[src/rtl/cpu_types_pkg.sv]
// Shared CPU types: machine word, register index, hazard FSM states.
// Also holds the rs/rt field positions of an R/I-type instruction.
package cpu_types_pkg;

    localparam int WORD_W = 32;
    localparam int REG_W  = 5;

    typedef logic [WORD_W-1:0] word_t;
    typedef logic [REG_W-1:0]  regbits_t;

    // rs/rt field positions inside an instruction word
    localparam int RS_MSB = 25;
    localparam int RS_LSB = 21;
    localparam int RT_MSB = 20;
    localparam int RT_LSB = 16;

    typedef enum logic [1:0] {
        RUN     = 2'd0,
        DWAIT   = 2'd1,
        LDSTALL = 2'd2,
        HALTED  = 2'd3
    } fsm_t;

    function automatic regbits_t rsOf(input word_t instr);
        return instr[RS_MSB:RS_LSB];
    endfunction

    function automatic regbits_t rtOf(input word_t instr);
        return instr[RT_MSB:RT_LSB];
    endfunction

endpackage

[src/rtl/hazard_perf_cnt.sv]
// Free-running stall and flush event counters for the hazard unit.
// Both wrap naturally at 2^CNT_W.
module hazard_perf_cnt #(
    parameter int CNT_W = 32
) (
    input  logic             CLK,
    input  logic             nRST,
    input  logic             incStall,
    input  logic             incFlush,
    output logic [CNT_W-1:0] stall_cnt,
    output logic [CNT_W-1:0] flush_cnt
);

    localparam logic [CNT_W-1:0] ONE = CNT_W'(1);

    // count stalled cycles
    always_ff @(posedge CLK or negedge nRST) begin
        if (!nRST) begin
            stall_cnt <= '0;
        end else if (incStall) begin
            stall_cnt <= stall_cnt + ONE;
        end
    end

    // count taken-branch squashes
    always_ff @(posedge CLK or negedge nRST) begin
        if (!nRST) begin
            flush_cnt <= '0;
        end else if (incFlush) begin
            flush_cnt <= flush_cnt + ONE;
        end
    end

endmodule

[src/rtl/hazard_unit.sv]
// Pipeline stall/flush control for the five-stage MIPS datapath.
// Handles hazards the forwarding unit cannot bypass.
module hazard_unit
    import cpu_types_pkg::*;
#(
    parameter int CNT_W = 32
) (
    input  logic             CLK,
    input  logic             nRST,
    input  logic             ihit,
    input  logic             dhit,
    input  logic             dmemREN_me,
    input  logic             dmemWEN_me,
    input  word_t            instru_de,
    input  logic             jr_de,
    input  logic             memRead_ex,
    input  regbits_t         regDst_ex,
    input  logic             memRead_me,
    input  regbits_t         regDst_me,
    input  logic             brTaken_ex,
    input  logic             halt_me,
    output logic             pcEn,
    output logic             en_fd,
    output logic             en_de,
    output logic             en_em,
    output logic             en_mw,
    output logic             flush_fd,
    output logic             flush_de,
    output logic             flush_em,
    output logic             halt,
    output logic [CNT_W-1:0] stall_cnt,
    output logic [CNT_W-1:0] flush_cnt
);

    fsm_t     state;
    regbits_t rs;
    regbits_t rt;
    logic     dpend;
    logic     lduse;
    logic     jrhaz;
    logic     useStall;
    logic     brSquash;
    logic     incStall;
    logic     unusedInstr;

    assign rs = rsOf(instru_de);
    assign rt = rtOf(instru_de);
    assign unusedInstr = ^{instru_de[31:26], instru_de[15:0]};

    // hazard conditions from the current stage contents
    always_comb begin
        dpend = (dmemREN_me | dmemWEN_me) & ~dhit;
        lduse = memRead_ex & (regDst_ex != '0)
              & ((regDst_ex == rs) | (regDst_ex == rt));
        jrhaz = jr_de & (rs != '0)
              & ((memRead_ex & (regDst_ex == rs))
               | (memRead_me & (regDst_me == rs) & ~dhit));
        useStall = lduse | jrhaz;
    end

    assign halt = (state == HALTED);

    // stage enables and flushes, highest priority hazard wins
    always_comb begin
        pcEn     = 1'b0;
        en_fd    = 1'b0;
        en_de    = 1'b0;
        en_em    = 1'b0;
        en_mw    = 1'b0;
        flush_fd = 1'b0;
        flush_de = 1'b0;
        flush_em = 1'b0;
        brSquash = 1'b0;
        if (!nRST || state == HALTED) begin
            pcEn = 1'b0;
        end else if (dpend) begin
            pcEn = 1'b0;
        end else if (brTaken_ex) begin
            pcEn     = 1'b1;
            en_fd    = 1'b1;
            en_de    = 1'b1;
            en_em    = 1'b1;
            en_mw    = 1'b1;
            flush_fd = 1'b1;
            flush_de = 1'b1;
            brSquash = 1'b1;
        end else if (useStall) begin
            en_de    = 1'b1;
            en_em    = 1'b1;
            en_mw    = 1'b1;
            flush_de = 1'b1;
        end else if (!ihit) begin
            en_fd    = 1'b1;
            en_de    = 1'b1;
            en_em    = 1'b1;
            en_mw    = 1'b1;
            flush_fd = 1'b1;
        end else begin
            pcEn  = 1'b1;
            en_fd = 1'b1;
            en_de = 1'b1;
            en_em = 1'b1;
            en_mw = 1'b1;
        end
    end

    // state register; HALTED is left only through reset
    always_ff @(posedge CLK or negedge nRST) begin
        if (!nRST) begin
            state <= RUN;
        end else begin
            case (state)
                HALTED: state <= HALTED;
                default: begin
                    if (halt_me && !dpend) begin
                        state <= HALTED;
                    end else if (dpend) begin
                        state <= DWAIT;
                    end else if (brTaken_ex) begin
                        state <= RUN;
                    end else if (useStall) begin
                        state <= LDSTALL;
                    end else begin
                        state <= RUN;
                    end
                end
            endcase
        end
    end

    assign incStall = ~pcEn & (state != HALTED);

    hazard_perf_cnt #(
        .CNT_W(CNT_W)
    ) uPerf (
        .CLK      (CLK),
        .nRST     (nRST),
        .incStall (incStall),
        .incFlush (brSquash),
        .stall_cnt(stall_cnt),
        .flush_cnt(flush_cnt)
    );

endmodule

[config.mk]
export PLATFORM = sky130hd
export DESIGN_NAME = hazard_unit
export DESIGN_NICKNAME = d
export VERILOG_FILES = /design/src/rtl/cpu_types_pkg.sv /design/src/rtl/hazard_perf_cnt.sv /design/src/rtl/hazard_unit.sv
export SDC_FILE = /design/constraint.sdc
export NUM_CORES = 1
export LEC_CHECK = 0
export BUFFER_PORTS_ARGS = -buffer_cell sky130_fd_sc_hd__buf_2
export CAP_MARGIN = 20
export CORE_UTILIZATION = 40
export CTS_BUF_LIST = sky130_fd_sc_hd__clkbuf_2
export CTS_CLUSTER_DIAMETER = 60
export DETAILED_ROUTE_END_ITERATION = 7
export PLACE_DENSITY = 0.64
export SYNTH_ARGS = -nofsm -noshare
export SYNTH_HDL_FRONTEND = slang
export SYNTH_HIERARCHICAL = 1
export SYNTH_SLANG_ARGS = --single-unit
[constraint.sdc]
create_clock -name CLK -period 2.8 [get_ports CLK]
set_input_delay 0.14 -clock CLK [delete_from_list [all_inputs] [get_ports CLK]]
set_output_delay 0.14 -clock CLK [all_outputs]
set_load 0.02 [all_outputs]
* Word-level counts from Yosys, hierarchy flattened
Index checks and enable logic that the tools add are counted.
** Cells by class
- Reductions and logical operators :: 6
- Multiplexer cells :: 28
- $add $sub $neg :: 2
- Bitwise logic cells :: 15
- Equality and inequality tests :: 5
** Operators with widths (count)
- 32-bit by 1-bit adder with 32-bit output, second input constant :: 2
- 1-bit two-way mux :: 23
- 5-bit equality test :: 3
- 2-bit two-way mux :: 5
- 5-bit nonzero test :: 2
- 1-bit bitwise AND :: 9
- 1-bit bitwise OR :: 4
- 2-bit equality test, second input constant :: 1
- 1-bit zero test :: 2
- 2-bit != test, second input constant :: 1
- 1-bit inverter :: 2
- 1-bit logical AND :: 1
- 1-bit logical OR :: 1
** Storage, ports and cells
- Register bits after elaboration :: 66
- Logic and storage cells :: 59
- Output and inout port bits :: 73

* Depth between registers and ports, before layout
Gate-level depths: netlist of the first run.
- Word-level depth :: 12
- Gate-level depth with buffers :: 11
- Mapped depth without buffers :: 9

* Modules after synthesis
The synthesis of the first run kept the hierarchy.
** By module, submodules not included
- hazard_perf_cnt :: cells an instance 253, instances 1, seq. area each 1601.5 um^2, area each 2955.3 um^2
- hazard_unit :: cells an instance 58, instances 1, seq. area each 50.0 um^2, area each 421.7 um^2

* Worst setup path before layout of the first run
OpenSTA, ideal clock, no wires.
- Path type :: register to register
- Start :: reg state[0]
- End :: reg uPerf.stall_cnt[28]
- Data arrival time :: 2306 ps
- Setup time :: 80 ps
- Clock period less this slack :: 2386 ps
- Setup slack :: 414 ps
- Buffers on the path :: 2
- Stages on the path, launching flop included :: 11
- Path through :: dfrtp_1 -> nand2_1 -> and3_1 -> clkbuf_1 -> and3_1 -> a21oi_1 -> and4_4 -> nand4_2 -> buf_6 -> nor4_2 -> xor2_1
** Between the ends
- Word-level cells in the longest chain between the ends :: 5
- Elaborated cells between the ends (all ways) :: 6
** Ends and longest elaborated chain
- from (decl) :: line hazard_unit.sv:35 : fsm_t state;
- from (signal assigned) :: line hazard_unit.sv:110 : state <= RUN;
- from (signal assigned) :: line hazard_unit.sv:113 : HALTED: state <= HALTED;
- from (signal assigned) :: line hazard_unit.sv:116 : state <= HALTED;
- 2-bit equality test :: line hazard_unit.sv:74 : if (!nRST || state == HALTED) begin
- 1-bit logical OR :: line hazard_unit.sv:74
- 1-bit two-way mux :: line hazard_unit.sv:74
- 1-bit inverter :: line hazard_unit.sv:131 : assign incStall = ~pcEn & (state != HALTED);
- 1-bit bitwise AND (*) :: line hazard_unit.sv:131
- via incStall :: line hazard_unit.sv:43 : logic incStall;
- to (signal assigned) :: line hazard_perf_cnt.sv:21 : stall_cnt <= stall_cnt + ONE;
- to (decl) :: line hazard_perf_cnt.sv:10 : output logic [CNT_W-1:0] stall_cnt,
The timed path passes the listed nets; every way through them passes the cells marked *.
A chain may end at the register's enable or synchronous reset.

* Worst setup path after layout of the first run
- Start :: reg state[0]
- End :: reg uPerf.flush_cnt[31]
** Between the ends
- Word-level cells in the longest chain between the ends :: 3
** Ends and longest elaborated chain
- 2-bit equality test :: line hazard_unit.sv:74
- 1-bit logical OR :: line hazard_unit.sv:74
- 1-bit two-way mux :: line hazard_unit.sv:74
- via brSquash :: line hazard_unit.sv:42 : logic brSquash;
- to (signal assigned) :: line hazard_perf_cnt.sv:30 : flush_cnt <= flush_cnt + ONE;
- to (decl) :: line hazard_perf_cnt.sv:11 : output logic [CNT_W-1:0] flush_cnt
The timed path passes the listed nets, and every way through them passes these cells.

==> run_results.csv, run 1 <==
group,metric,value,unit
placement,portBuffers,102,
detailed_routing,vias_per_cell,5.03,
layout,fill_cells,773,
detailed_routing,routed-via-count,2688,
worst_setup_path,arrival,2700,ps
synth,synth_compound_area_share,2.41,%
cts,cts.sinks,66,
synth,synth_top_area_share,48.9,%
synth,synth-main-ff-cell,"dfrtp_1",
sta,rsz0062_at_grt,"false",
sta,fin_crit,2380,ps
sta,finalClockSkew,27.5,ps
layout,num_antenna_cells,0,
cts,cts_buffers,9,
worst_setup_path,endpoint,"uPerf/flush_cnt[31]",
cts,clk_pin_slew,160,ps
global_route,grt_start_max_net_pins,65,
detailed_routing,wl_per_cell,13.4,µm
detailed_routing,drtIter0Drc,85,
synth,synthMuxAreaShare,0.667,%
worst_setup_path,r2r-end,"uPerf/flush_cnt[31]",
detailed_routing,finalWirelength,7160,µm
pwr,vdd_drop_max,158,µV
floorplan,rows,33,
placement,routabilityCongestion,0.775,
cts,clock_latency,440,ps
layout,final_layout_size_suffix_gt1_share,31.7,%
sta,hold_viol_final,0,
synth,ys_ff_latch,66,
sta,fin_tns_setup,0,ps
cts,clockBufferDepth,2,
cts,cts_tree,"done",
synth,ys_top_cells_by_area,"dfrtp_1, xnor2_1, xor2_1",
synth,synth_cell_type_count,42,
layout,postLayoutCoreUtil,50.4,%
worst_setup_path,worst_setup_path_start_kind,"flop",
cts,postCtsSetupBuffers,0,
synth,yosysWarnings,6,
pwr,power_density,355,nW/µm²
floorplan,core,8180,µm²
worst_setup_path,rr_worst_depth,8,
synth,synth_area,3380,µm²
worst_setup_path,worstSetupPathType,"flop to flop",
worst_setup_path,cpMaxStageDelayCell,"nor4_4",
synth,avgSynthCellArea,10.9,µm²
global_route,grt_use_total,17.4,%
sta,timing_worst_slew_pin_value,859,ps
outcome,status,"completed",
layout,layout.nets,479,
worst_setup_path,critPathLaunch,"state[0]",
placement,dp_hpwl,5250,µm
global_route,antenna_found_initial,0,
synth,synth_edf_count,0,
run,cap_violations,0,
synth,synth_fa_ha_area_share,0.741,%
min_path,hp-start,"dmemREN_me",
cts,cts_resized,0,
sta,finalSetupViolations,0,
synth,synth_area_leader_cell,"dfrtp_1",
synth,synth_simple_gate_area_share,24.7,%
global_route,grt_pass1_wl,12000,µm
worst_setup_path,crit_path_end_kind,"flop",
sta,fin_ws,422,ps
sta,slew_viol_final,0,
detailed_routing,ant_nets,0,
detailed_routing,remaining_drc_errors,0,
placement,dp_slack,266,ps
min_path,min_path_type,"input port to flop",
floorplan,dieArea,8810,µm²
worst_setup_path,crit_path_max_incr_delay,430,ps
synth,synth_xor_area_share,20.0,%
pwr,leakage,2.15,nW
layout,areaGrowthSynthToFinish,22.1,%
floorplan,die_y,93.9,µm
cts,cts_root_buf,"clkbuf_2",
synth,syn-num-nets,366,
worst_setup_path,r2r-start,"state[0]",
floorplan,die_w,93.9,µm
floorplan,initial_utilization,41.3,%
sta,finalCritPeriodShare,84.9,%
global_route,grt_pass1_vias,2565,
cts,htreeDepth,3,
sta,max_freq,421,MHz
sta,relSlewSlack,42.6,%
synth,syn_inst,311,
synth,seq_area_frac_synth,48.9,%
worst_setup_path,regToRegSetupSlack,420,ps
worst_setup_path,cp_cell_sequence,"nand2_1 > and3_1 > nand2_1 > inv_1 > nand4_1 > nor4_4 > nand4_1 > xnor2_1",
worst_setup_path,critical_path_required,3120,ps
synth,synthArstFlopShare,100,%
synth,synth_top_family_by_area,"simple AND/OR/NAND/NOR gates",
global_route,grt_overflow,0,
detailed_routing,firstDrtPassIters,4,
worst_setup_path,cp_max_fo,7,
floorplan,io_pins,126,
## metal layers
metal / global-route usage (%) / vias to the layer above / part of all wire, %
li1: - / 1311 / -
met1: 22.9 / 1294 / 45
met2: 28.3 / 78 / 49
met3: 3.24 / 5 / 4.6
met4: 6.54 / 0 / 0.95
met5: 0 / - / 0
## flip-flops by register name (all words and copies together) (netlist names)
name	count
uPerf/stall_cnt	32
uPerf/flush_cnt	32
state	2
## synthesized netlist by cell type (2+ instances only)
master and number:
and4_1 3, nand2_1 28, xor2_1 24, and3_1 15
or3_1 2, nor3_1 10, xnor2_1 53, nor4_2 3
ha_1 2, nand3_1 18, or4_1 2, dfrtp_1 66
inv_1 6, mux2_2 2, o21ai_0 2, and2_1 6
buf_2 3, clkbuf_1 3, nor4_4 2, nand3b_1 3
nand4_1 24, buf_4 3, nand4_2 2, nor2_1 8
nor4_1 4
## kinds of logic (layout without fill, tap and decap cells)
logic type | Yosys count | after routing
and+or+nand+nor | 136 | 136
xor gates and xnor gates | 77 | 77
other | 1 | 1
buffers and inverters | 16 | 134
AOI/OAI and AO/OA | 11 | 11
DFF | 66 | 66
adders and majority gates | 2 | 2
muxes | 2 | 2
## stage by stage
| step | power (mW) | hold slack [ps] | std cells | cell area, µm² |
|---|---|---|---|---|
| after floorplan | 0.999 | -156 | 311 | 3380 |
| after global placement | 1.05 | -34.1 | 513 | 4000 |
| after detailed placement | 1.05 | -33.4 | 513 | 4000 |
| after CTS | 1.50 | 43.0 | 534 | 4120 |
| after global routing | 1.55 | 42.9 | 534 | 4120 |
| final | 1.46 | 96.9 | 534 | 4120 |
## repair_timing
item / in CTS / in global routing
hold buffers: 5 / 0
setup endpoints to repair: 0 / 0
endpoints found under the hold margin: 62 / 0
## worst max-delay path: cells and delay by family (launching register included)
| kind | cells | cell delay, ps |
|---|---|---|
| DFF | 1 | 390 |
| buffers and inverters | 1 | 190 |
| and+or+nand+nor | 6 | 1510 |
| xor gates and xnor gates | 1 | 190 |
## cells in the final DEF (no fill, tap or decap), drive strengths merged, types with 6 or more instances in the layout
| cell | netlist | layout |
|---|---|---|
| and2 | 6 | 6 |
| and3 | 15 | 15 |
| buf | 7 | 107 |
| clkbuf | 3 | 11 |
| dfrtp | 66 | 66 |
| inv | 6 | 6 |
| nand2 | 28 | 28 |
| nand3 | 18 | 18 |
| nand4 | 27 | 27 |
| nor2 | 8 | 8 |
| nor3 | 10 | 10 |
| nor4 | 9 | 9 |
| xnor2 | 53 | 53 |
| xor2 | 24 | 24 |
## worst min-delay path by stage
| stage | to | slack, ps | cells after the start |
|---|---|---|---|
| finish | state[1] | 100 | 4 |
| global route | state[1] | 40 | 4 |
| CTS | state[1] | 40 | 4 |
| detailed placement | uPerf/stall_cnt[24] | -30 | 1 |
| global placement | uPerf/stall_cnt[25] | -30 | 1 |
| floorplan | state[0] | -160 | 0 |
## where the power goes
part | leakage [nW] | internal, mW | switching (mW)
registers | 0.902 | 0.954 | 0
clock network | 0.0582 | 0.114 | 0.313
logic | 1.19 | 0.0364 | 0.0460
## cell type report
| type | count | area (µm²) | share of cell area, % |
|---|---|---|---|
| flip-flops and latches | 66 | 1650 | 40.1 |
| multi-input cells | 229 | 1640 | 39.8 |
| repair buffers | 112 | 598 | 14.5 |
| well taps | 105 | 131 | 3.19 |
| clock buffers | 11 | 55.1 | 1.34 |
| inverters | 6 | 22.5 | 0.546 |
| clock inverters | 5 | 21.3 | 0.516 |
(Power assumes the default switching activity.)
==> inputs of run 2 (changes only) <==
ABC_AREA = 1   (was default)
PLACE_DENSITY = 0.62   (was 0.64)
clock period = 2.4 ns   (was 2.8 ns; I/O delays follow)
==> run_results.csv, run 2 <==
group,metric,value,unit
global_route,gr-usage-met1,24.7,%
synth,synth_cell_type_count,29,
synth,ys_top_cells_by_count,"nand2_1, inv_1, dfrtp_1",
detailed_routing,ant_nets,0,
detailed_routing,drtIter0Drc,84,
floorplan,die_y,102,µm
layout,areaGrowthSynthToFinish,21.2,%
worst_setup_path,regToRegSetupSlack,450,ps
layout,num_antenna_cells,0,
pwr,clkPwrFrac,28.7,%
run,cap_violations,0,
placement,dpl.cell_count,753,
sta,rsz0062_at_grt,"false",
pwr,switching_share,33.6,%
floorplan,die_w,102,µm
layout,fill_cells,971,
global_route,globalRouteMet2Util,30.8,%
placement,routabilityCongestion,0.819,
synth,synth_top_area_share,41.5,%
worst_setup_path,crit_path_end_kind,"flop",
placement,portBuffers,102,
sta,max_freq,514,MHz
worst_setup_path,arrival,2380,ps
synth,synth_area,3980,µm²
sta,finalCritPeriodShare,81.1,%
global_route,met3_usage,4.07,%
cts,cts_resized,0,
sta,slew_viol_final,0,
global_route,grt_start_max_net_pins,67,
cts,clockBufferDepth,2,
global_route,antenna_found_initial,0,
cts,cts.sinks,66,
detailed_routing,finalWirelength,9240,µm
worst_setup_path,rr_worst_depth,13,
synth,synth-main-ff-cell,"dfrtp_1",
floorplan,initial_utilization,41.0,%
layout,layout.nets,691,
worst_setup_path,critical_path_required,2830,ps
sta,relSlewSlack,43.6,%
detailed_routing,vias_per_cell,4.66,
worst_setup_path,endpoint,"uPerf/stall_cnt[29]",
pwr,comb_power_share,21.1,%
synth,synth.most_common_cell,"nand2_1",
synth,syn-num-nets,575,
sta,timing.hold.ws,222,ps
synth,synth_area_leader_cell,"dfrtp_1",
cts,cts_root_buf,"clkbuf_2",
sta,finalSetupViolations,0,
global_route,grt-busiest-layer,"met2",
cts,clock_latency,510,ps
global_route,grt_use_total,18.8,%
synth,avgSynthCellArea,7.64,µm²
min_path,hp-start,"ihit",
cts,cts_buffers,9,
layout,postLayoutCoreUtil,49.7,%
detailed_routing,firstDrtPassIters,4,
pwr,seqPwrFrac,50.3,%
placement,dp_hpwl,7040,µm
detailed_routing,wl_per_cell,11.9,µm
cts,hold_buffers,5,
worst_setup_path,critPathLaunch,"state[0]",
pwr,leakage,2.55,nW
cts,htreeDepth,3,
pwr,p_int,1.73,mW
floorplan,rows,36,
sta,hold_viol_final,0,
synth,seq_area_frac_synth,41.5,%
cts,clk_pin_slew,210,ps
synth,ys_ff_latch,66,
layout,layout_common_cells,"nand2_1, buf_2, inv_1",
sta,fin_tns_setup,0,ps
synth,synth_edf_count,0,
sta,fin_crit,1950,ps
worst_setup_path,r2r-start,"state[0]",
worst_setup_path,r2r-end,"uPerf/stall_cnt[29]",
pwr,power_density,539,nW/µm²
synth,ys_top_cells_by_area,"dfrtp_1, nand2_1, xor2_1",
synth,yosysWarnings,6,
global_route,grt_pass1_wl,15300,µm
floorplan,io_pins,126,
floorplan,core,9680,µm²
pwr,switching_power,0.872,mW
detailed_routing,remaining_drc_errors,0,
outcome,status,"completed",
layout,final_common_cell,"nand2_1",
worst_setup_path,worst_setup_path_start_kind,"flop",
placement,dpl-instance-area,4640,µm²
cts,cts_tree,"done",
layout,final_cells,774,
cts,postCtsSetupBuffers,0,
worst_setup_path,cp_max_fo,8,
sta,finalClockSkew,35.9,ps
pwr,vdd_drop_max,256,µV
synth,syn_inst,520,
layout,largestRegisters,"uPerf/flush_cnt x32, uPerf/stall_cnt x32, state x2",
global_route,grt_overflow,0,
synth,synthArstFlopShare,100,%
detailed_routing,routed-via-count,3605,
global_route,grt_pass1_vias,3301,
floorplan,dieArea,10300,µm²
layout,final_layout_size_suffix_gt1_share,25.4,%
layout,postLayoutCellArea,4820,µm²
worst_setup_path,worstSetupPathType,"flop to flop",
min_path,min_path_type,"input port to flop",
sta,timing_worst_slew_pin_value,846,ps
-- run 2: cell count changes in the layout (fill, tap and decap cells not counted), moves of 9 or more --
| cell | before | now |
|---|---|---|
| nor2_1 | 8 | 51 |
| and3_1 | 15 | 0 |
| xnor2_1 | 53 | 13 |
| nand2_2 | 0 | 9 |
| nor2_4 | 0 | 12 |
| nand2_1 | 28 | 149 |
| nand3_1 | 18 | 34 |
| nor2_2 | 0 | 11 |
| inv_1 | 6 | 72 |
-- run 2: critical path, stage by stage, from the launching register on --
cell	delay (ps)
dfrtp_1	360
nand2_1	90
nand3_1	140
inv_1	110
nand3_2	90
nand2_1	50
inv_1	190
nand2_1	130
nor2_4	190
nand3_2	140
nor2_4	210
nand3_1	100
nand2_1	60
nand2_1	50
-- run 2: kinds of logic after synthesis --
| kind of cell | share of synthesized area, % |
|---|---|
| xor gates and xnor gates | 9.92 |
| DFF | 41.5 |
| adders and majority gates | 0.629 |
| and+or+nand+nor | 38.0 |
| buffers and inverters | 8.00 |
| other | 0.0943 |
| AOI/OAI and AO/OA | 1.83 |
-- run 2: routing by layer --
metal / part of all wire (%) / vias up
met3: 3.4 / 13
met5: 0 / -
met4: 1.7 / 0
li1: - / 1854
met2: 47 / 67
met1: 48 / 1671
-- run 2: layout make-up --
| cell class | instances | area [µm²] | area share (%) |
|---|---|---|---|
| clock buffers | 9 | 45.0 | 0.935 |
| repair buffers | 109 | 576 | 12.0 |
| multi-input cells | 374 | 2010 | 41.6 |
| clock inverters | 7 | 83.8 | 1.74 |
| well taps | 133 | 166 | 3.46 |
| inverters | 76 | 288 | 5.98 |
| flip-flops and latches | 66 | 1650 | 34.3 |
-- run 2: power by group through the flow --
stage | registers, mW | logic (mW) | clock network, mW
2_1_floorplan | 1.41 | 0.257 | 0
3_3_place_gp | 1.32 | 0.532 | 0
3_5_place_dp | 1.33 | 0.541 | 0
4_1_cts | 1.31 | 0.554 | 0.772
5_1_grt | 1.32 | 0.617 | 0.809
6_report | 1.31 | 0.547 | 0.745
-- run 2: how the worst min path moves through the flow --
stage,end,cells after the start,slack [ps]
6_report,uPerf/stall_cnt[1],8,220
5_1_grt,uPerf/stall_cnt[1],8,230
4_1_cts,uPerf/stall_cnt[1],8,180
2_1_floorplan,state[0],0,-180
3_3_place_gp,state[0],3,330
3_5_place_dp,state[0],3,330
-- run 2: stage by stage --
| stage | power [mW] | setup slack, ps |
|---|---|---|
| global route | 2.75 | 201 |
| finish | 2.60 | 454 |
| CTS | 2.63 | 442 |
| detailed placement | 1.87 | 149 |
| floorplan | 1.67 | 594 |
| global placement | 1.85 | 202 |
